===== config.mk =====
export PLATFORM = sky130hd
export DESIGN_NAME = pipeline_hazard_ctrl_flat
export DESIGN_NICKNAME = d
export VERILOG_FILES = /design/src/rtl/pipeline_hazard_ctrl_pkg.sv /design/src/rtl/pipeline_hazard_ctrl_if.sv /design/src/rtl/pipeline_hazard_ctrl_fwd_select.sv /design/src/rtl/pipeline_hazard_ctrl.sv /design/src/flat_wrapper.sv
export SDC_FILE = /design/constraint.sdc
export NUM_CORES = 1
export LEC_CHECK = 0
export BUFFER_PORTS_ARGS = -buffer_cell sky130_fd_sc_hd__buf_2
export CELL_PAD_IN_SITES_DETAIL_PLACEMENT = 1
export CELL_PAD_IN_SITES_GLOBAL_PLACEMENT = 2
export CORE_MARGIN = 1.5
export CORE_UTILIZATION = 32
export DETAILED_ROUTE_END_ITERATION = 10
export PLACE_DENSITY_LB_ADDON = 0.15
export SLEW_MARGIN = 20
export SYNTH_ARGS = -nofsm -noshare
export SYNTH_HDL_FRONTEND = slang
export SYNTH_SLANG_ARGS = --single-unit

===== constraint.sdc =====
create_clock -name clk -period 5 [get_ports clk]
set_input_delay 1.25 -clock clk [delete_from_list [all_inputs] [get_ports clk]]
set_output_delay 1.25 -clock clk [all_outputs]
set_load 0.01 [all_outputs]

===== src/rtl/pipeline_hazard_ctrl_pkg.sv =====
// Shared definitions for the 5-stage pipeline sequencing controller:
// forwarding-select codes, FSM state encoding and special register numbers.
package pipeline_hazard_ctrl_pkg;

  localparam logic [1:0] FWD_RF  = 2'b00;
  localparam logic [1:0] FWD_EX  = 2'b01;
  localparam logic [1:0] FWD_MEM = 2'b10;
  localparam logic [1:0] FWD_WB  = 2'b11;

  localparam logic [3:0] REG_PC = 4'hF;

  typedef enum logic {
    BOOT = 1'b0,
    RUN  = 1'b1
  } state_t;

  // True when an enabled producer writes the register being read.
  function automatic logic reg_match(input logic en, input logic [3:0] prod, input logic [3:0] r);
    return en && (prod == r);
  endfunction

endpackage


===== src/rtl/pipeline_hazard_ctrl_if.sv =====
// Hazard-controller bus: pipeline register fields flowing in from the
// datapath and the sequencing/forwarding controls flowing back out.
interface pipeline_hazard_ctrl_if;

  logic [3:0] id_ra;
  logic [3:0] id_rb;
  logic [3:0] id_rd;
  logic       id_use_a;
  logic       id_use_b;
  logic       id_use_d;
  logic [3:0] ex_rd;
  logic       ex_rf_en;
  logic       ex_load;
  logic [3:0] mem_rd;
  logic       mem_rf_en;
  logic [3:0] wb_rd;
  logic       wb_rf_en;
  logic       branch_taken;

  logic       pc_le;
  logic       ifid_le;
  logic       cu_mux_s;
  logic       ifid_flush;
  logic [1:0] fwd_a;
  logic [1:0] fwd_b;
  logic [1:0] fwd_d;

  modport master (
    output id_ra, id_rb, id_rd, id_use_a, id_use_b, id_use_d,
           ex_rd, ex_rf_en, ex_load, mem_rd, mem_rf_en,
           wb_rd, wb_rf_en, branch_taken,
    input  pc_le, ifid_le, cu_mux_s, ifid_flush, fwd_a, fwd_b, fwd_d
  );

  modport slave (
    input  id_ra, id_rb, id_rd, id_use_a, id_use_b, id_use_d,
           ex_rd, ex_rf_en, ex_load, mem_rd, mem_rf_en,
           wb_rd, wb_rf_en, branch_taken,
    output pc_le, ifid_le, cu_mux_s, ifid_flush, fwd_a, fwd_b, fwd_d
  );

endinterface


===== src/rtl/pipeline_hazard_ctrl_fwd_select.sv =====
// Operand forwarding select for one ID-stage operand mux. The youngest
// producer wins (EX > MEM > WB); a load in EX has no result yet, and the
// PC register is never forwarded.
module pipeline_hazard_ctrl_fwd_select
  import pipeline_hazard_ctrl_pkg::*;
(
  input  logic       use_op,
  input  logic [3:0] r,
  input  logic [3:0] ex_rd,
  input  logic       ex_rf_en,
  input  logic       ex_load,
  input  logic [3:0] mem_rd,
  input  logic       mem_rf_en,
  input  logic [3:0] wb_rd,
  input  logic       wb_rf_en,
  output logic [1:0] sel
);

  // Priority chain choosing the freshest copy of register r.
  always_comb begin
    sel = FWD_RF;
    if (!use_op || r == REG_PC) begin
      sel = FWD_RF;
    end else if (reg_match(ex_rf_en && !ex_load, ex_rd, r)) begin
      sel = FWD_EX;
    end else if (reg_match(mem_rf_en, mem_rd, r)) begin
      sel = FWD_MEM;
    end else if (reg_match(wb_rf_en, wb_rd, r)) begin
      sel = FWD_WB;
    end
  end

endmodule


===== src/rtl/pipeline_hazard_ctrl.sv =====
// Sequencing controller for the 5-stage pipeline: boot-time bubble
// injection, load-use stall, taken-branch flush, operand forwarding and
// saturating stall/flush event counters.
module pipeline_hazard_ctrl
  import pipeline_hazard_ctrl_pkg::*;
#(
  parameter int BOOT_CYCLES = 8,
  parameter int CNT_W       = 16
) (
  input  logic                 clk,
  input  logic                 rst,
  pipeline_hazard_ctrl_if.slave hz,
  output logic [CNT_W-1:0]     stall_cnt,
  output logic [CNT_W-1:0]     flush_cnt,
  output logic                 booting
);

  // A zero-length boot makes no sense; it behaves as a single cycle.
  localparam int BOOT_EFF = (BOOT_CYCLES < 1) ? 1 : BOOT_CYCLES;
  localparam int BW       = (BOOT_EFF > 1) ? $clog2(BOOT_EFF) : 1;
  localparam logic [BW-1:0] BOOT_LAST = BW'(BOOT_EFF - 1);

  state_t        state;
  state_t        state_next;
  logic [BW-1:0] boot_cnt;
  logic [BW-1:0] boot_next;
  logic          load_use;
  logic          stall_inc;
  logic          flush_inc;
  logic          pc_le;
  logic          ifid_le;
  logic          cu_mux_s;
  logic          ifid_flush;

  assign load_use = hz.ex_load && hz.ex_rf_en &&
                    ((hz.id_use_a && hz.ex_rd == hz.id_ra) ||
                     (hz.id_use_b && hz.ex_rd == hz.id_rb) ||
                     (hz.id_use_d && hz.ex_rd == hz.id_rd));

  // State, boot counter and event counters; reset drops everything in flight.
  always_ff @(posedge clk or posedge rst) begin
    if (rst) begin
      state     <= BOOT;
      boot_cnt  <= '0;
      stall_cnt <= '0;
      flush_cnt <= '0;
    end else begin
      state    <= state_next;
      boot_cnt <= boot_next;
      if (stall_inc && stall_cnt != '1) begin
        stall_cnt <= stall_cnt + 1'b1;
      end
      if (flush_inc && flush_cnt != '1) begin
        flush_cnt <= flush_cnt + 1'b1;
      end
    end
  end

  // Next state and Mealy controls; a stall beats a flush so the branch is
  // re-resolved once its operands are valid.
  always_comb begin
    state_next = state;
    boot_next  = boot_cnt;
    pc_le      = 1'b1;
    ifid_le    = 1'b1;
    cu_mux_s   = 1'b0;
    ifid_flush = 1'b0;
    booting    = 1'b0;
    stall_inc  = 1'b0;
    flush_inc  = 1'b0;
    case (state)
      BOOT: begin
        booting = 1'b1;
        if (boot_cnt == BOOT_LAST) begin
          state_next = RUN;
          boot_next  = '0;
        end else begin
          boot_next = boot_cnt + BW'(1);
        end
      end
      RUN: begin
        if (load_use) begin
          pc_le     = 1'b0;
          ifid_le   = 1'b0;
          cu_mux_s  = 1'b0;
          stall_inc = 1'b1;
        end else if (hz.branch_taken) begin
          cu_mux_s   = 1'b1;
          ifid_flush = 1'b1;
          flush_inc  = 1'b1;
        end else begin
          cu_mux_s = 1'b1;
        end
      end
      default: begin
        state_next = BOOT;
        boot_next  = '0;
      end
    endcase
  end

  assign hz.pc_le      = pc_le;
  assign hz.ifid_le    = ifid_le;
  assign hz.cu_mux_s   = cu_mux_s;
  assign hz.ifid_flush = ifid_flush;

  pipeline_hazard_ctrl_fwd_select u_fwd_a (
    .use_op    (hz.id_use_a),
    .r         (hz.id_ra),
    .ex_rd     (hz.ex_rd),
    .ex_rf_en  (hz.ex_rf_en),
    .ex_load   (hz.ex_load),
    .mem_rd    (hz.mem_rd),
    .mem_rf_en (hz.mem_rf_en),
    .wb_rd     (hz.wb_rd),
    .wb_rf_en  (hz.wb_rf_en),
    .sel       (hz.fwd_a)
  );

  pipeline_hazard_ctrl_fwd_select u_fwd_b (
    .use_op    (hz.id_use_b),
    .r         (hz.id_rb),
    .ex_rd     (hz.ex_rd),
    .ex_rf_en  (hz.ex_rf_en),
    .ex_load   (hz.ex_load),
    .mem_rd    (hz.mem_rd),
    .mem_rf_en (hz.mem_rf_en),
    .wb_rd     (hz.wb_rd),
    .wb_rf_en  (hz.wb_rf_en),
    .sel       (hz.fwd_b)
  );

  pipeline_hazard_ctrl_fwd_select u_fwd_d (
    .use_op    (hz.id_use_d),
    .r         (hz.id_rd),
    .ex_rd     (hz.ex_rd),
    .ex_rf_en  (hz.ex_rf_en),
    .ex_load   (hz.ex_load),
    .mem_rd    (hz.mem_rd),
    .mem_rf_en (hz.mem_rf_en),
    .wb_rd     (hz.wb_rd),
    .wb_rf_en  (hz.wb_rf_en),
    .sel       (hz.fwd_d)
  );

endmodule


===== src/flat_wrapper.sv =====
// flat-port wrapper written by rule: the top's interface ports become plain ports
module pipeline_hazard_ctrl_flat import pipeline_hazard_ctrl_pkg::*;
#(
  parameter int BOOT_CYCLES = 8,
  parameter int CNT_W       = 16
)
  (clk, rst, stall_cnt, flush_cnt, booting, hz_id_ra, hz_id_rb, hz_id_rd, hz_id_use_a, hz_id_use_b, hz_id_use_d, hz_ex_rd, hz_ex_rf_en, hz_ex_load, hz_mem_rd, hz_mem_rf_en, hz_wb_rd, hz_wb_rf_en, hz_branch_taken, hz_pc_le, hz_ifid_le, hz_cu_mux_s, hz_ifid_flush, hz_fwd_a, hz_fwd_b, hz_fwd_d);
  pipeline_hazard_ctrl_if hz_i ();
  input  logic clk;
  input  logic rst;
  output logic [CNT_W-1:0] stall_cnt;
  output logic [CNT_W-1:0] flush_cnt;
  output logic booting;
  input wire logic [$bits(hz_i.id_ra)-1:0] hz_id_ra;
  input wire logic [$bits(hz_i.id_rb)-1:0] hz_id_rb;
  input wire logic [$bits(hz_i.id_rd)-1:0] hz_id_rd;
  input wire logic [$bits(hz_i.id_use_a)-1:0] hz_id_use_a;
  input wire logic [$bits(hz_i.id_use_b)-1:0] hz_id_use_b;
  input wire logic [$bits(hz_i.id_use_d)-1:0] hz_id_use_d;
  input wire logic [$bits(hz_i.ex_rd)-1:0] hz_ex_rd;
  input wire logic [$bits(hz_i.ex_rf_en)-1:0] hz_ex_rf_en;
  input wire logic [$bits(hz_i.ex_load)-1:0] hz_ex_load;
  input wire logic [$bits(hz_i.mem_rd)-1:0] hz_mem_rd;
  input wire logic [$bits(hz_i.mem_rf_en)-1:0] hz_mem_rf_en;
  input wire logic [$bits(hz_i.wb_rd)-1:0] hz_wb_rd;
  input wire logic [$bits(hz_i.wb_rf_en)-1:0] hz_wb_rf_en;
  input wire logic [$bits(hz_i.branch_taken)-1:0] hz_branch_taken;
  output wire logic [$bits(hz_i.pc_le)-1:0] hz_pc_le;
  output wire logic [$bits(hz_i.ifid_le)-1:0] hz_ifid_le;
  output wire logic [$bits(hz_i.cu_mux_s)-1:0] hz_cu_mux_s;
  output wire logic [$bits(hz_i.ifid_flush)-1:0] hz_ifid_flush;
  output wire logic [$bits(hz_i.fwd_a)-1:0] hz_fwd_a;
  output wire logic [$bits(hz_i.fwd_b)-1:0] hz_fwd_b;
  output wire logic [$bits(hz_i.fwd_d)-1:0] hz_fwd_d;
  assign hz_i.id_ra = hz_id_ra;
  assign hz_i.id_rb = hz_id_rb;
  assign hz_i.id_rd = hz_id_rd;
  assign hz_i.id_use_a = hz_id_use_a;
  assign hz_i.id_use_b = hz_id_use_b;
  assign hz_i.id_use_d = hz_id_use_d;
  assign hz_i.ex_rd = hz_ex_rd;
  assign hz_i.ex_rf_en = hz_ex_rf_en;
  assign hz_i.ex_load = hz_ex_load;
  assign hz_i.mem_rd = hz_mem_rd;
  assign hz_i.mem_rf_en = hz_mem_rf_en;
  assign hz_i.wb_rd = hz_wb_rd;
  assign hz_i.wb_rf_en = hz_wb_rf_en;
  assign hz_i.branch_taken = hz_branch_taken;
  assign hz_pc_le = hz_i.pc_le;
  assign hz_ifid_le = hz_i.ifid_le;
  assign hz_cu_mux_s = hz_i.cu_mux_s;
  assign hz_ifid_flush = hz_i.ifid_flush;
  assign hz_fwd_a = hz_i.fwd_a;
  assign hz_fwd_b = hz_i.fwd_b;
  assign hz_fwd_d = hz_i.fwd_d;
  pipeline_hazard_ctrl #(.BOOT_CYCLES(BOOT_CYCLES), .CNT_W(CNT_W)) u_core (.clk(clk), .rst(rst), .hz(hz_i), .stall_cnt(stall_cnt), .flush_cnt(flush_cnt), .booting(booting));
endmodule

## Word-level counts from Yosys, hierarchy flattened

Index checks and enable logic that the tools add are counted.

| storage, ports and cells | value |
|---|---|
| RAM bits | 0 |
| latch bits | 0 |
| output and inout port bits | 43 |
| bits in registers | 36 |
| bits in read-only memories | 0 |
| word-level logic and storage cells | 72 |
| input bits | 34 |
| memories kept | 0 |

| operators by class | value |
|---|---|
| multiplexer cells | 24 |
| reduce and logical (&&, ||, !) cells | 26 |
| multipliers | 0 |
| add/sub/neg operators | 3 |
| shift-type cells | 0 |
| order comparisons | 0 |
| eq/ne operators | 15 |
| divide/modulo/power cells | 0 |
| bitwise gates (word level) | 0 |

Operators by type and width:

| kind | number |
|---|---|
| equality test 4 bit | 9 |
| adder 16 x 1 -> 16 bit, second input constant | 2 |
| inequality test 16 bit, second input constant | 2 |
| two-way mux 2 bit | 12 |
| logical AND 1 bit | 17 |
| equality test 4 bit, second input constant | 3 |
| two-way mux 1 bit | 11 |
| logical OR 1 bit | 5 |
| logical NOT 1 bit | 4 |
| adder 3 x 1 -> 3 bit, second input constant | 1 |
| equality test 3 bit, second input constant | 1 |
| two-way mux 3 bit | 1 |

## Depth between registers and ports, before layout

Gate-level depths: netlist (run 1).

| logic depth | value |
|---|---|
| depth after elaboration | 8 |
| depth in mapped cells | 8 |
| mapped depth without buffers | 7 |

## Hierarchy

From an unflattened synthesis (run 1), not the netlist that was laid out.

| second synthesis, totals | value |
|---|---|
| cells, all modules | 255 |
| area total of the unflattened synthesis | 2516.2 µm² |

Modules (own cells, without submodules):

| module | instances | area an instance (µm²) | cells an instance | seq. area each (µm²) |
|---|---|---|---|---|
| pipeline_hazard_ctrl | 1 | 1949.4 | 180 | 900.9 |
| pipeline_hazard_ctrl_fwd_select | 3 | 188.9 | 25 | 0.0 |

## Worst setup path after synthesis (run 1)

Ideal clock, no wire load.

| timing path | value |
|---|---|
| kind | input to output |
| start point | input hz_id_ra[1] |
| end point | output hz_pc_le |
| arrival time | 2.357 ns |
| slack | 1.393 ns |
| path buffers | 1 |
| cell stages on the path | 6 |
| data required time | 3.750 ns |
| path through | xor2_1 nor4_2 nand2_1 nand2_1 nand2_1 buf_4 |

| on the way | value |
|---|---|
| cells in the longest elaborated chain, start to end | 7 |

RTL lines:

| element | line | source |
|---|---|---|
| start, declared | flat_wrapper.sv:14 | `input wire logic [$bits(hz_i.id_ra)-1:0] hz_id_ra;` |
| equality test 4 bit | pipeline_hazard_ctrl.sv:36 | `((hz.id_use_a && hz.ex_rd == hz.id_ra) \|\|` |
| logical AND 1 bit | pipeline_hazard_ctrl.sv:36 |  |
| logical OR 1 bit | pipeline_hazard_ctrl.sv:36 |  |
| logical OR 1 bit | pipeline_hazard_ctrl.sv:37 | `(hz.id_use_b && hz.ex_rd == hz.id_rb) \|\|` |
| logical AND 1 bit | pipeline_hazard_ctrl.sv:35 | `assign load_use = hz.ex_load && hz.ex_rf_en &&` |
| two-way mux 1 bit (2 in series) | -- |  |
| end, declared | flat_wrapper.sv:28 | `output wire logic [$bits(hz_i.pc_le)-1:0] hz_pc_le;` |

Every way passes these cells.

## Final worst setup path (run 1)

| timing path | value |
|---|---|
| start point | input hz_id_ra[1] |
| end point | output hz_pc_le |

| on the way | value |
|---|---|
| cells in the longest elaborated chain, start to end | 7 |

RTL lines:

| element | line | source |
|---|---|---|
| equality test 4 bit | pipeline_hazard_ctrl.sv:36 |  |
| logical AND 1 bit | pipeline_hazard_ctrl.sv:36 |  |
| logical OR 1 bit | pipeline_hazard_ctrl.sv:36 |  |
| logical OR 1 bit | pipeline_hazard_ctrl.sv:37 |  |
| logical AND 1 bit | pipeline_hazard_ctrl.sv:35 |  |
| two-way mux 1 bit | pipeline_hazard_ctrl.sv:82 | `if (load_use) begin` |
| two-way mux 1 bit | pipeline_hazard_ctrl.sv:71 | `case (state)` |

Every way passes these cells.

==> PnR_summary.wiki, run 1 <==
{| class="wikitable"
! Metric !! Value
|-
| Final core area utilization || 41.8%
|-
| CTS H-tree depth || 2
|-
| Number of antenna violations at the first check in global routing || 0
|-
| Hold Slack || 0.494 ns
|-
| Global-route usage over all layers || 17.0%
|-
| Net count reported at finish || 358
|-
| Deepest clock path buffer count || 2
|-
| Post-synth cell types || 29
|-
| Leading cell type by number of instances after synthesis || sky130_fd_sc_hd__dfrtp_1
|-
| Via-per-instance ratio || 4.85
|-
| RSZ-0062 raised after global routing || no
|-
| Sequential share of the synthesized area || 39.3%
|-
| Via count || 2023
|-
| Warnings from Yosys || 0
|-
| Weighted congestion reported at the end of routability-driven placement || 0.750
|-
| CP Data Arrival Time || 2.64 ns
|-
| Worst-Skew Late Latency || 0.29 ns
|-
| Post-Synthesis Net Count || 278
|-
| Pre-antenna DRT Iters || 5
|-
| Die outline height || 87.6 um
|-
| Final-report max-slew violation count || 0
|-
| Worst Setup Path Type || input port to primary output
|-
| Diode insertion count for antenna repair || 0
|-
| Fraction of registers with async set or reset after synthesis || 100%
|-
| Root cell of the clock tree || sky130_fd_sc_hd__clkbuf_8
|-
| Power per standard cell area || 276 mW/mm^2
|-
| HPWL Detailed || 4940 um
|-
| Number of I/O port buffers || 76
|-
| Dominant cell type by count on the critical path || sky130_fd_sc_hd__nand2_1
|-
| Gates resized, CTS repair || 0
|-
| Minimum clock period after layout || 3.89 ns
|-
| Number of sinks on the clock net || 36
|-
| Clock tree from TritonCTS || built
|-
| Portion of the clock cycle consumed by the worst path in the final layout || 77.7%
|-
| Io pins || 77
|-
| CP delay by family, top || simple AND/OR/NAND/NOR gates
|-
| Synthesized instance count || 240
|-
| Synth cell count leaders || sky130_fd_sc_hd__dfrtp_1, sky130_fd_sc_hd__xor2_1, sky130_fd_sc_hd__xnor2_1
|-
| Starting utilization of the core area || 33.3%
|-
| Required arrival time at the worst endpoint || 3.75 ns
|-
| Max-slew headroom at the worst pin || 41.2%
|-
| Run status || completed
|-
| Leading area contributor after synthesis || sky130_fd_sc_hd__dfrtp_1
|-
| Leakage power of the design || 1.41 nW
|-
| Critical Path Sink Type || primary output
|-
| Worst hold path class || flip-flop to flip-flop
|-
| Routed wire length per instance || 14.8 um
|-
| Slowest library cell on the worst path || sky130_fd_sc_hd__nor4_2
|-
| Layout-stage area growth over the synthesis result || 25.4%
|-
| Type of origin of the critical path || input port
|-
| First-pass GRT wire length || 10200 um
|-
| Count of buffer and inverter cells on the critical path || 2
|-
| Final Setup Violations || 0
|-
| Least-Margin Pin Slew || 0.882 ns
|-
| Final Hold Viols || 0
|-
| Final setup TNS || 0 ns
|-
| Register clock-pin slew on the reported worst setup and hold paths || 0.07 ns
|-
| Number of enable flip-flop cells after synthesis || 0
|-
| Total Die Area || 0.00767 mm^2
|-
| Count of routing violations after the opening detailed-route iteration || 29
|-
| Flops & latches, synth || 36
|-
| Max-cap violations || 0
|-
| FP Rows || 30
|-
| DRT antenna net count || 0
|-
| Area of the mapped netlist || 0.00229 mm^2
|-
| List of cells traversed by the critical path || buf_2, xor2_1, nor4_2, nand2_1, nand2_1, nand2_1, buf_2
|-
| Top_reg_cell synth || sky130_fd_sc_hd__dfrtp_1
|-
| DR DRC count || 0
|-
| Placed instance area || 0.00277 mm^2
|-
| Number of global-route vias before repair || 2107
|-
| Crit-path max cell delay || 0.38 ns
|-
| Cells taking the most area after synthesis || sky130_fd_sc_hd__dfrtp_1, sky130_fd_sc_hd__xor2_1, sky130_fd_sc_hd__xnor2_1
|-
| Number of buffers inserted by hold repair at cts || 0
|-
| Largest net degree at the start of global routing || 37
|-
| Leftover overflow at the end of global routing || 0
|-
| Setup skew after layout || 0.00633 ns
|-
| Worst vdd ir || 0.180 mV
|-
| Inserted Clock Buffers || 5
|-
| Proportion of layout cells with a drive suffix above 1 || 30.8%
|-
| Achievable frequency || 257 MHz
|-
| Max FO, Critical Path || 9
|-
| Core Area || 0.00687 mm^2
|-
| Finished layout cell area || 0.00287 mm^2
|-
| Width of the die || 87.6 um
|-
| Average size of a mapped cell || 9.54 um^2
|-
| Post-CTS repair timing setup buffer count || 0
|-
| Total Wirelength || 6150 um
|-
| Yosys top cell area share || 39.3%
|}
-- sequential cells by signal, indices dropped and copies added (netlist names) --
name,flops
u_core.boot_cnt,3
u_core.state,1
u_core.stall_cnt,16
u_core.flush_cnt,16
-- through the flow --
stage | cells | total power, mW | worst slack (ns)
finish | 417 | 0.792 | 1.11
global route | 417 | 0.842 | 0.942
CTS | 417 | 0.804 | 1.09
detailed placement | 409 | 0.576 | 1.08
global placement | 409 | 0.568 | 1.13
floorplan | 240 | 0.482 | 1.39
-- area by class of cell --
cell class                      count  area (um^2)
Multi-Input combinational cell    194         1340
Tap cell                           96          120
Clock buffer                        6         82.6
Sequential cell                    36          901
Fill cell                         845         4000
Inverter                            6         22.5
Clock inverter                      2         13.8
Timing Repair Buffer               77          388
-- layout by cell type (no fill, tap or decap), types with 2 or more instances in the layout --
cell / synthesis / routed
sky130_fd_sc_hd__ha_1: 4 / 4
sky130_fd_sc_hd__inv_1: 6 / 6
sky130_fd_sc_hd__xor2_1: 32 / 32
sky130_fd_sc_hd__a21oi_1: 4 / 4
sky130_fd_sc_hd__and3_1: 7 / 7
sky130_fd_sc_hd__dfrtp_1: 36 / 36
sky130_fd_sc_hd__nor3_2: 5 / 5
sky130_fd_sc_hd__o21ai_0: 2 / 2
sky130_fd_sc_hd__mux2_2: 6 / 6
sky130_fd_sc_hd__nor2b_1: 4 / 4
sky130_fd_sc_hd__nand3_1: 15 / 15
sky130_fd_sc_hd__nor3_1: 7 / 7
sky130_fd_sc_hd__xnor2_1: 30 / 30
sky130_fd_sc_hd__nand2b_1: 3 / 3
sky130_fd_sc_hd__nor4_1: 7 / 7
sky130_fd_sc_hd__and4_1: 5 / 5
sky130_fd_sc_hd__nor2_1: 13 / 13
sky130_fd_sc_hd__nand4_1: 15 / 15
sky130_fd_sc_hd__nand2_1: 28 / 28
sky130_fd_sc_hd__clkbuf_8: 0 / 6
sky130_fd_sc_hd__buf_2: 1 / 76
-- logic make-up (layout without fill, tap and decap cells) --
kind of cell             Yosys count  after routing  share of synthesized area, %
AO/OA/AOI/OAI                      8              8                          2.35
XOR/XNOR                          62             62                          23.7
adder cells (fa/ha/maj)            4              4                          2.19
buffers and inverters             10             91                          2.02
flip-flops                        36             36                          39.3
multiplexers                       7              7                          3.39
AND/OR/NAND/NOR                  113            113                          27.0
-- layer usage --
layer  global-route usage, %  wire [um]  part of all wire (%)
met4                    3.90         45                  0.73
met5                       0          0                     0
met1                    22.2       2890                    47
met3                    3.77        274                   4.5
met2                    28.7       2940                    48
-- final timing paths --
path                       slack [ns]  cells past startpoint                start                  end
max                              1.11                      7          hz_id_ra[1]             hz_pc_le
min                              0.49                      1  u_core.stall_cnt[6]  u_core.stall_cnt[6]
max reg2reg                      2.65                      7  u_core.stall_cnt[0]  u_core.stall_cnt[8]
min reg2reg                      0.49                      1  u_core.stall_cnt[6]  u_core.stall_cnt[6]
max in group asynchronous        3.62                      3                  rst  u_core.stall_cnt[6]
min in group asynchronous        1.06                      3                  rst  u_core.flush_cnt[7]
-- where the power goes --
group / leakage, nW / internal [mW] / switching (mW)
Clock: 0.0516 / 0.113 / 0.113
Sequential: 0.463 / 0.326 / 0.0454
Combinational: 0.899 / 0.0913 / 0.103
Total: 1.41 / 0.530 / 0.261
Note: power is estimated with default switching activity, not from simulation.
==> run 2: changes to the inputs <==
--- a/config.mk
+++ b/config.mk
@@ -9,7 +9,7 @@
 export CELL_PAD_IN_SITES_DETAIL_PLACEMENT = 1
 export CELL_PAD_IN_SITES_GLOBAL_PLACEMENT = 2
 export CORE_MARGIN = 1.5
-export CORE_UTILIZATION = 32
+export CORE_UTILIZATION = 30
 export DETAILED_ROUTE_END_ITERATION = 10
 export PLACE_DENSITY_LB_ADDON = 0.15
 export SLEW_MARGIN = 20
==> constraint.sdc (replaced) <==
create_clock -name clk -period 4.04 [get_ports clk]
set_input_delay 1.01 -clock clk [delete_from_list [all_inputs] [get_ports clk]]
set_output_delay 1.01 -clock clk [all_outputs]
set_load 0.01 [all_outputs]
==> run 2 against run 1 <==
Net effect:
- design area increased by 0.39%
- via count about the same
- die area is 6.4% higher
- sequential cell count unchanged
- clock power up 23%
- global-route usage is 1.2 points lower
- register-to-register slack worse by 0.93 ns
- clock skew increased by 0.010 ns
- critical endpoint is now hz_ifid_le
- critical path depth unchanged
- largest cell class unchanged
==> PnR_summary.wiki, run 2 (same netlist as run 1, synthesis figures left out) <==
{| class="wikitable"
! Metric !! Value
|-
| Largest regs || u_core.flush_cnt: 16 flops, u_core.stall_cnt: 16 flops, u_core.boot_cnt: 3 flops
|-
| Number of global-route vias before repair || 2056
|-
| Worst Setup Path Type || input port to primary output
|-
| Achievable frequency || 296 MHz
|-
| Setup skew after layout || 0.0165 ns
|-
| Inserted Clock Buffers || 5
|-
| Sequential share of power || 47.1%
|-
| Pre-antenna DRT Iters || 4
|-
| Area of combinational cells with multiple inputs || 0.00134 mm^2
|-
| Total Die Area || 0.00817 mm^2
|-
| Least-Margin Pin Slew || 0.630 ns
|-
| Weighted congestion reported at the end of routability-driven placement || 0.714
|-
| Combinational fraction of design power || 24.5%
|-
| Worst-Skew Late Latency || 0.29 ns
|-
| Starting utilization of the core area || 31.2%
|-
| Number of sinks on the clock net || 36
|-
| Power per standard cell area || 338 mW/mm^2
|-
| Largest net degree at the start of global routing || 37
|-
| Root cell of the clock tree || sky130_fd_sc_hd__clkbuf_8
|-
| Total Wirelength || 6100 um
|-
| Number of buffers inserted by hold repair at cts || 0
|-
| Final Hold Viols || 0
|-
| Net load switching power || 0.319 mW
|-
| Clock tree from TritonCTS || built
|-
| Max-slew headroom at the worst pin || 57.9%
|-
| Gates resized, CTS repair || 0
|-
| Number of cells traversed by the worst register-to-register path || 7
|-
| DRT antenna net count || 0
|-
| Switching portion of total power || 32.7%
|-
| Final-report max-slew violation count || 0
|-
| DR DRC count || 0
|-
| Core Area || 0.00733 mm^2
|-
| Portion of the clock cycle consumed by the worst path in the final layout || 83.6%
|-
| Net count reported at finish || 359
|-
| Reg-to-Reg End || u_core.flush_cnt[15]
|-
| Die outline height || 90.4 um
|-
| Global-route usage over all layers || 15.8%
|-
| Commonest non-fill, non-tap cell in the layout || sky130_fd_sc_hd__buf_2
|-
| Leakage power of the design || 1.42 nW
|-
| Proportion of layout cells with a drive suffix above 1 || 31.1%
|-
| Number of antenna violations at the first check in global routing || 0
|-
| Type of origin of the critical path || input port
|-
| Width of the die || 90.4 um
|-
| Run status || completed
|-
| Routed wire length per instance || 14.5 um
|-
| Hold Path Depth || 1
|-
| Final Setup Violations || 0
|-
| Via-per-instance ratio || 4.81
|-
| Minimum clock period after layout || 3.38 ns
|-
| Worst vdd ir || 0.220 mV
|-
| Deepest clock path buffer count || 2
|-
| RSZ-0062 raised after global routing || no
|-
| CP Data Arrival Time || 2.37 ns
|-
| Count of routing violations after the opening detailed-route iteration || 49
|-
| Layout-stage area growth over the synthesis result || 25.8%
|-
| HPWL Detailed || 4870 um
|-
| Register clock-pin slew on the reported worst setup and hold paths || 0.07 ns
|-
| FP Rows || 31
|-
| Post-CTS repair timing setup buffer count || 0
|-
| Max-cap violations || 0
|-
| Worst hold path class || flip-flop to flip-flop
|-
| First-pass GRT wire length || 10600 um
|-
| CTS H-tree depth || 2
|-
| Max FO, Critical Path || 9
|-
| Number of I/O port buffers || 76
|-
| Via count || 2025
|-
| Io pins || 77
|-
| Critical Path Sink Type || primary output
|-
| Required arrival time at the worst endpoint || 3.03 ns
|-
| End point of the worst hold path || u_core.stall_cnt[6]
|-
| Slack of the worst reg-to-reg path || 1.72 ns
|-
| Clk network pwr share || 28.4%
|-
| Storage element area || 901 um^2
|-
| Diode insertion count for antenna repair || 0
|-
| Hold Slack || 0.493 ns
|-
| Reg-to-Reg Start || u_core.flush_cnt[0]
|-
| Cell internal pwr || 0.656 mW
|-
| Final setup TNS || 0 ns
|-
| Leading cell types in the layout, fill and taps excluded || sky130_fd_sc_hd__buf_2, sky130_fd_sc_hd__dfrtp_1, sky130_fd_sc_hd__xor2_1
|-
| Launch point of the worst hold path || u_core.stall_cnt[6]
|-
| # fillers || 877
|-
| Leftover overflow at the end of global routing || 0
|}
==> run 2: cell types whose count changed in the layout (fill, tap and decap cells not counted), sizes merged <==
cell  before  now
buf       77   78
==> run 2: area by class of cell <==
| cell class | count | share of cell area [%] |
|---|---|---|
| inverter | 6 | 0.782 |
| sequential | 36 | 31.3 |
| tap | 99 | 4.30 |
| multi-input combinational | 194 | 46.6 |
| clock inverter | 2 | 0.478 |
| timing repair buffer | 78 | 13.7 |
| clock buffer | 6 | 2.87 |
==> run 2: how the worst max path moves through the flow <==
stage                     start         end  slack (ns)  depth (start not counted)
floorplan           hz_id_ra[1]    hz_pc_le        0.91                          6
global placement    hz_id_ra[1]    hz_pc_le        0.67                          7
detailed placement  hz_id_ra[1]    hz_pc_le        0.62                          7
CTS                 hz_id_ra[1]    hz_pc_le        0.62                          7
global route        hz_id_ra[1]  hz_ifid_le        0.51                          7
finish              hz_id_ra[1]  hz_ifid_le        0.66                          7
==> run 2: through the flow <==
step / instance area, um^2 / instances / utilization (%) / setup WS (ns) / power [mW]
4_1_cts: 2880 / 421 / 39.3 / 0.618 / 0.995
3_5_place_dp: 2790 / 413 / 38.0 / 0.617 / 0.710
2_1_floorplan: 2290 / 240 / - / 0.913 / 0.597
3_3_place_gp: 2790 / 413 / 38.0 / 0.667 / 0.706
6_report: 2880 / 421 / 39.3 / 0.662 / 0.975
5_1_grt: 2880 / 421 / 39.3 / 0.509 / 1.04
==> run 2: metal layers <==
metal,up-vias,part of all wire [%],global-route usage [%]
met1,982,50,22.2
met2,49,45,24.6
li1,990,-,-
met3,4,4.4,3.20
met5,-,0,0
met4,0,0.90,4.37
==> run 2: power groups by stage <==
stage | clock network, mW | logic, mW | registers, mW
2_1_floorplan | 0 | 0.120 | 0.476
5_1_grt | 0.304 | 0.268 | 0.469
3_5_place_dp | 0 | 0.243 | 0.467
4_1_cts | 0.291 | 0.243 | 0.461
3_3_place_gp | 0 | 0.239 | 0.467
6_report | 0.277 | 0.239 | 0.459
==> run 2: critical path, cell delays in order <==
cell                      delay [ns]
sky130_fd_sc_hd__buf_2          0.13
sky130_fd_sc_hd__xor2_1         0.17
sky130_fd_sc_hd__nor4_2         0.40
sky130_fd_sc_hd__nand2_1        0.12
sky130_fd_sc_hd__nand2_1        0.27
sky130_fd_sc_hd__nand2_1        0.11
sky130_fd_sc_hd__buf_2          0.15
==> run 3: changes to the inputs <==
--- a/config.mk
+++ b/config.mk
@@ -5,11 +5,12 @@
 export SDC_FILE = /design/constraint.sdc
 export NUM_CORES = 1
 export LEC_CHECK = 0
+export ABC_AREA = 1
 export BUFFER_PORTS_ARGS = -buffer_cell sky130_fd_sc_hd__buf_2
 export CELL_PAD_IN_SITES_DETAIL_PLACEMENT = 1
 export CELL_PAD_IN_SITES_GLOBAL_PLACEMENT = 2
 export CORE_MARGIN = 1.5
-export CORE_UTILIZATION = 30
+export CORE_UTILIZATION = 26
 export DETAILED_ROUTE_END_ITERATION = 10
 export PLACE_DENSITY_LB_ADDON = 0.15
 export SLEW_MARGIN = 20
==> constraint.sdc (replaced) <==
create_clock -name clk -period 2.9 [get_ports clk]
set_input_delay 0.725 -clock clk [delete_from_list [all_inputs] [get_ports clk]]
set_output_delay 0.725 -clock clk [all_outputs]
set_load 0.01 [all_outputs]
==> run 3 against run 2 <==
Net effect:
- die area rose by 42%
- critical path type unchanged
- combinational power rose by 64%
- clock skew fell by 0.010 ns
- setup slack got worse by 0.43 ns
- routed wire length rose by 53%
- synthesized cell count rose by 73%
- critical endpoint is now hz_fwd_b[0]
- hold slack improved by 0.012 ns
- largest cell class unchanged
- final cell count rose by 51%
==> PnR_summary.wiki, run 3 <==
{| class="wikitable"
! Metric !! Value
|-
| Run status || completed
|-
| Synthesized-area fraction occupied by and/or/nand/nor cells || 40.0%
|-
| Largest net degree at the start of global routing || 37
|-
| Via count || 2996
|-
| Post-synthesis compound-gate area fraction || 8.26%
|-
| Post-Synth Adder-Cell Area || 1.76%
|-
| Largest regs || u_core.flush_cnt: 16 flops, u_core.stall_cnt: 16 flops, u_core.boot_cnt: 3 flops
|-
| Weighted congestion reported at the end of routability-driven placement || 0.826
|-
| Via-per-instance ratio || 4.72
|-
| Layout-stage area growth over the synthesis result || 22.4%
|-
| Worst Setup Path Type || input port to primary output
|-
| Cells taking the most area after synthesis || sky130_fd_sc_hd__dfrtp_1, sky130_fd_sc_hd__nand2_1, sky130_fd_sc_hd__xnor2_1
|-
| Starting utilization of the core area || 26.5%
|-
| Required arrival time at the worst endpoint || 2.17 ns
|-
| Portion of the clock cycle consumed by the worst path in the final layout || 91.9%
|-
| HPWL Detailed || 7350 um
|-
| Area of the mapped netlist || 0.00285 mm^2
|-
| Final Setup Violations || 0
|-
| Number of buffers inserted by hold repair at cts || 0
|-
| Power per standard cell area || 424 mW/mm^2
|-
| Cell internal pwr || 0.964 mW
|-
| Flops & latches, synth || 36
|-
| Die outline height || 108 um
|-
| Crit-path max cell delay || 0.44 ns
|-
| Total Die Area || 0.0116 mm^2
|-
| Hold Slack || 0.505 ns
|-
| Least-Margin Pin Slew || 0.518 ns
|-
| Worst hold path class || flip-flop to flip-flop
|-
| Slowest library cell on the worst path || sky130_fd_sc_hd__a221oi_1
|-
| Count of routing violations after the opening detailed-route iteration || 109
|-
| Top_reg_cell synth || sky130_fd_sc_hd__dfrtp_1
|-
| Diode insertion count for antenna repair || 0
|-
| Placed instance area || 0.00338 mm^2
|-
| Count of buffer and inverter cells on the critical path || 3
|-
| Proportion of layout cells with a drive suffix above 1 || 23.4%
|-
| Leading cell type by number of instances after synthesis || sky130_fd_sc_hd__nand2_1
|-
| Achievable frequency || 375 MHz
|-
| List of cells traversed by the critical path || buf_2, inv_1, o21ai_0, a221oi_1, nand4_1, a21oi_1, buf_2
|-
| Setup skew after layout || 0.00626 ns
|-
| Root cell of the clock tree || sky130_fd_sc_hd__clkbuf_8
|-
| Average size of a mapped cell || 6.87 um^2
|-
| Pre-antenna DRT Iters || 4
|-
| # fillers || 1404
|-
| Synthesized instance count || 415
|-
| Max-slew headroom at the worst pin || 65.5%
|-
| Sequential share of power || 42.0%
|-
| Deepest clock path buffer count || 2
|-
| Max FO, Critical Path || 4
|-
| Worst-Skew Late Latency || 0.30 ns
|-
| Final-report max-slew violation count || 0
|-
| Final Hold Viols || 0
|-
| Clk network pwr share || 31.5%
|-
| Main combinational cell family by area after synthesis || simple AND/OR/NAND/NOR gates
|-
| Commonest non-fill, non-tap cell in the layout || sky130_fd_sc_hd__nand2_1
|-
| CP delay by family, top || compound AO/OA/AOI/OAI gates
|-
| Register clock-pin slew on the reported worst setup and hold paths || 0.08 ns
|-
| Net load switching power || 0.516 mW
|-
| First-pass GRT wire length || 15400 um
|-
| Io pins || 77
|-
| Number of I/O port buffers || 76
|-
| Combinational fraction of design power || 26.4%
|-
| Total Wirelength || 9330 um
|-
| Number of sinks on the clock net || 36
|-
| Minimum clock period after layout || 2.67 ns
|-
| Finished layout cell area || 0.00349 mm^2
|-
| Number of global-route vias before repair || 3077
|-
| Critical Path Sink Type || primary output
|-
| CP Data Arrival Time || 1.94 ns
|-
| Width of the die || 108 um
|-
| Routed wire length per instance || 14.7 um
|-
| Gates resized, CTS repair || 0
|-
| Number of enable flip-flop cells after synthesis || 0
|-
| Type of origin of the critical path || input port
|-
| Leakage power of the design || 1.85 nW
|-
| DRT antenna net count || 0
|-
| Yosys top cell area share || 31.6%
|-
| Multiplexer area fraction after synthesis || 0%
|-
| Core Area || 0.0107 mm^2
|-
| CTS H-tree depth || 2
|-
| Worst vdd ir || 0.319 mV
|-
| Final setup TNS || 0 ns
|-
| DR DRC count || 0
|-
| Switching portion of total power || 34.8%
|-
| Number of antenna violations at the first check in global routing || 0
|-
| Post-Synth XOR/XNOR Area || 9.49%
|-
| Fraction of registers with async set or reset after synthesis || 100%
|-
| Synth cell count leaders || sky130_fd_sc_hd__nand2_1, sky130_fd_sc_hd__inv_1, sky130_fd_sc_hd__nor2_1
|-
| Post-synth cell types || 37
|-
| Post-Synthesis Net Count || 453
|-
| Warnings from Yosys || 0
|-
| Net count reported at finish || 532
|-
| Leading area contributor after synthesis || sky130_fd_sc_hd__dfrtp_1
|-
| RSZ-0062 raised after global routing || no
|-
| Global-route usage over all layers || 16.9%
|-
| Clock tree from TritonCTS || built
|-
| Post-CTS repair timing setup buffer count || 0
|-
| Leading cell types in the layout, fill and taps excluded || sky130_fd_sc_hd__nand2_1, sky130_fd_sc_hd__buf_2, sky130_fd_sc_hd__inv_1
|-
| Inserted Clock Buffers || 5
|-
| Dominant cell type by count on the critical path || sky130_fd_sc_hd__buf_2
|-
| Sequential share of the synthesized area || 31.6%
|-
| FP Rows || 38
|-
| Leftover overflow at the end of global routing || 0
|-
| Max-cap violations || 0
|}
-- run 3: worst register-to-register path: stages (launching register included) --
cell and delay (ns):
sky130_fd_sc_hd__dfrtp_1 0.41, sky130_fd_sc_hd__ha_1 0.21, sky130_fd_sc_hd__nand3_1 0.17, sky130_fd_sc_hd__inv_1 0.11
sky130_fd_sc_hd__nand2_1 0.10, sky130_fd_sc_hd__nor3_2 0.17, sky130_fd_sc_hd__nand2_1 0.15, sky130_fd_sc_hd__nand4_4 0.21
sky130_fd_sc_hd__buf_4 0.24, sky130_fd_sc_hd__nor2_1 0.06, sky130_fd_sc_hd__nand2_1 0.05, sky130_fd_sc_hd__nand2_1 0.05
-- run 3: final cells by class --
| cell class | instances | area, um^2 | area share, % |
|---|---|---|---|
| clock buffer | 5 | 68.8 | 1.97 |
| clock inverter | 3 | 42.5 | 1.22 |
| inverter | 50 | 188 | 5.38 |
| multi-input combinational | 320 | 1700 | 48.6 |
| sequential | 36 | 901 | 25.8 |
| tap | 140 | 175 | 5.02 |
| timing repair buffer | 81 | 418 | 12.0 |
-- run 3: cells by family after synthesis --
family                     Yosys count
AOI/OAI and AO/OA                   35
buffers and inverters               59
and+or+nand+nor                    251
adders and majority gates            4
DFF                                 36
xor gates and xnor gates            30
-- run 3: metrics by stage --
stage / cells / setup WS [ns] / power [mW] / util [%]
after global routing: 635 / 0.116 / 1.58 / 32.5
after floorplan: 415 / 0.599 / 0.868 / -
after CTS: 635 / 0.235 / 1.51 / 32.5
final: 635 / 0.234 / 1.48 / 32.5
after detailed placement: 627 / 0.253 / 1.03 / 31.4
after global placement: 627 / 0.297 / 1.02 / 31.4
-- run 3: layer usage --
layer,routed length (um),track usage (%),vias up
met2,4210,27.7,72
met3,538,3.87,14
met4,169,5.36,0
met1,4410,22.0,1411
li1,-,-,1499
met5,0,0,-
-- run 3: final timing paths --
check                                    start                   end  slack (ns)  cells past startpoint
max                                hz_wb_rd[0]           hz_fwd_b[0]        0.23                      7
min                         u_core.boot_cnt[2]    u_core.boot_cnt[2]        0.50                      2
max reg2reg                u_core.stall_cnt[0]  u_core.stall_cnt[10]        0.89                     11
min reg2reg                 u_core.boot_cnt[2]    u_core.boot_cnt[2]        0.50                      2
max in group asynchronous                  rst  u_core.stall_cnt[11]        2.03                      3
min in group asynchronous                  rst   u_core.flush_cnt[0]        0.52                      3
-- run 3: power by group through the flow --
stage,Clock (mW),Combinational (mW),Sequential (mW)
CTS,0.491,0.398,0.625
detailed placement,0,0.395,0.635
finish,0.467,0.391,0.622
floorplan,0,0.224,0.644
global route,0.497,0.449,0.632
global placement,0,0.391,0.632
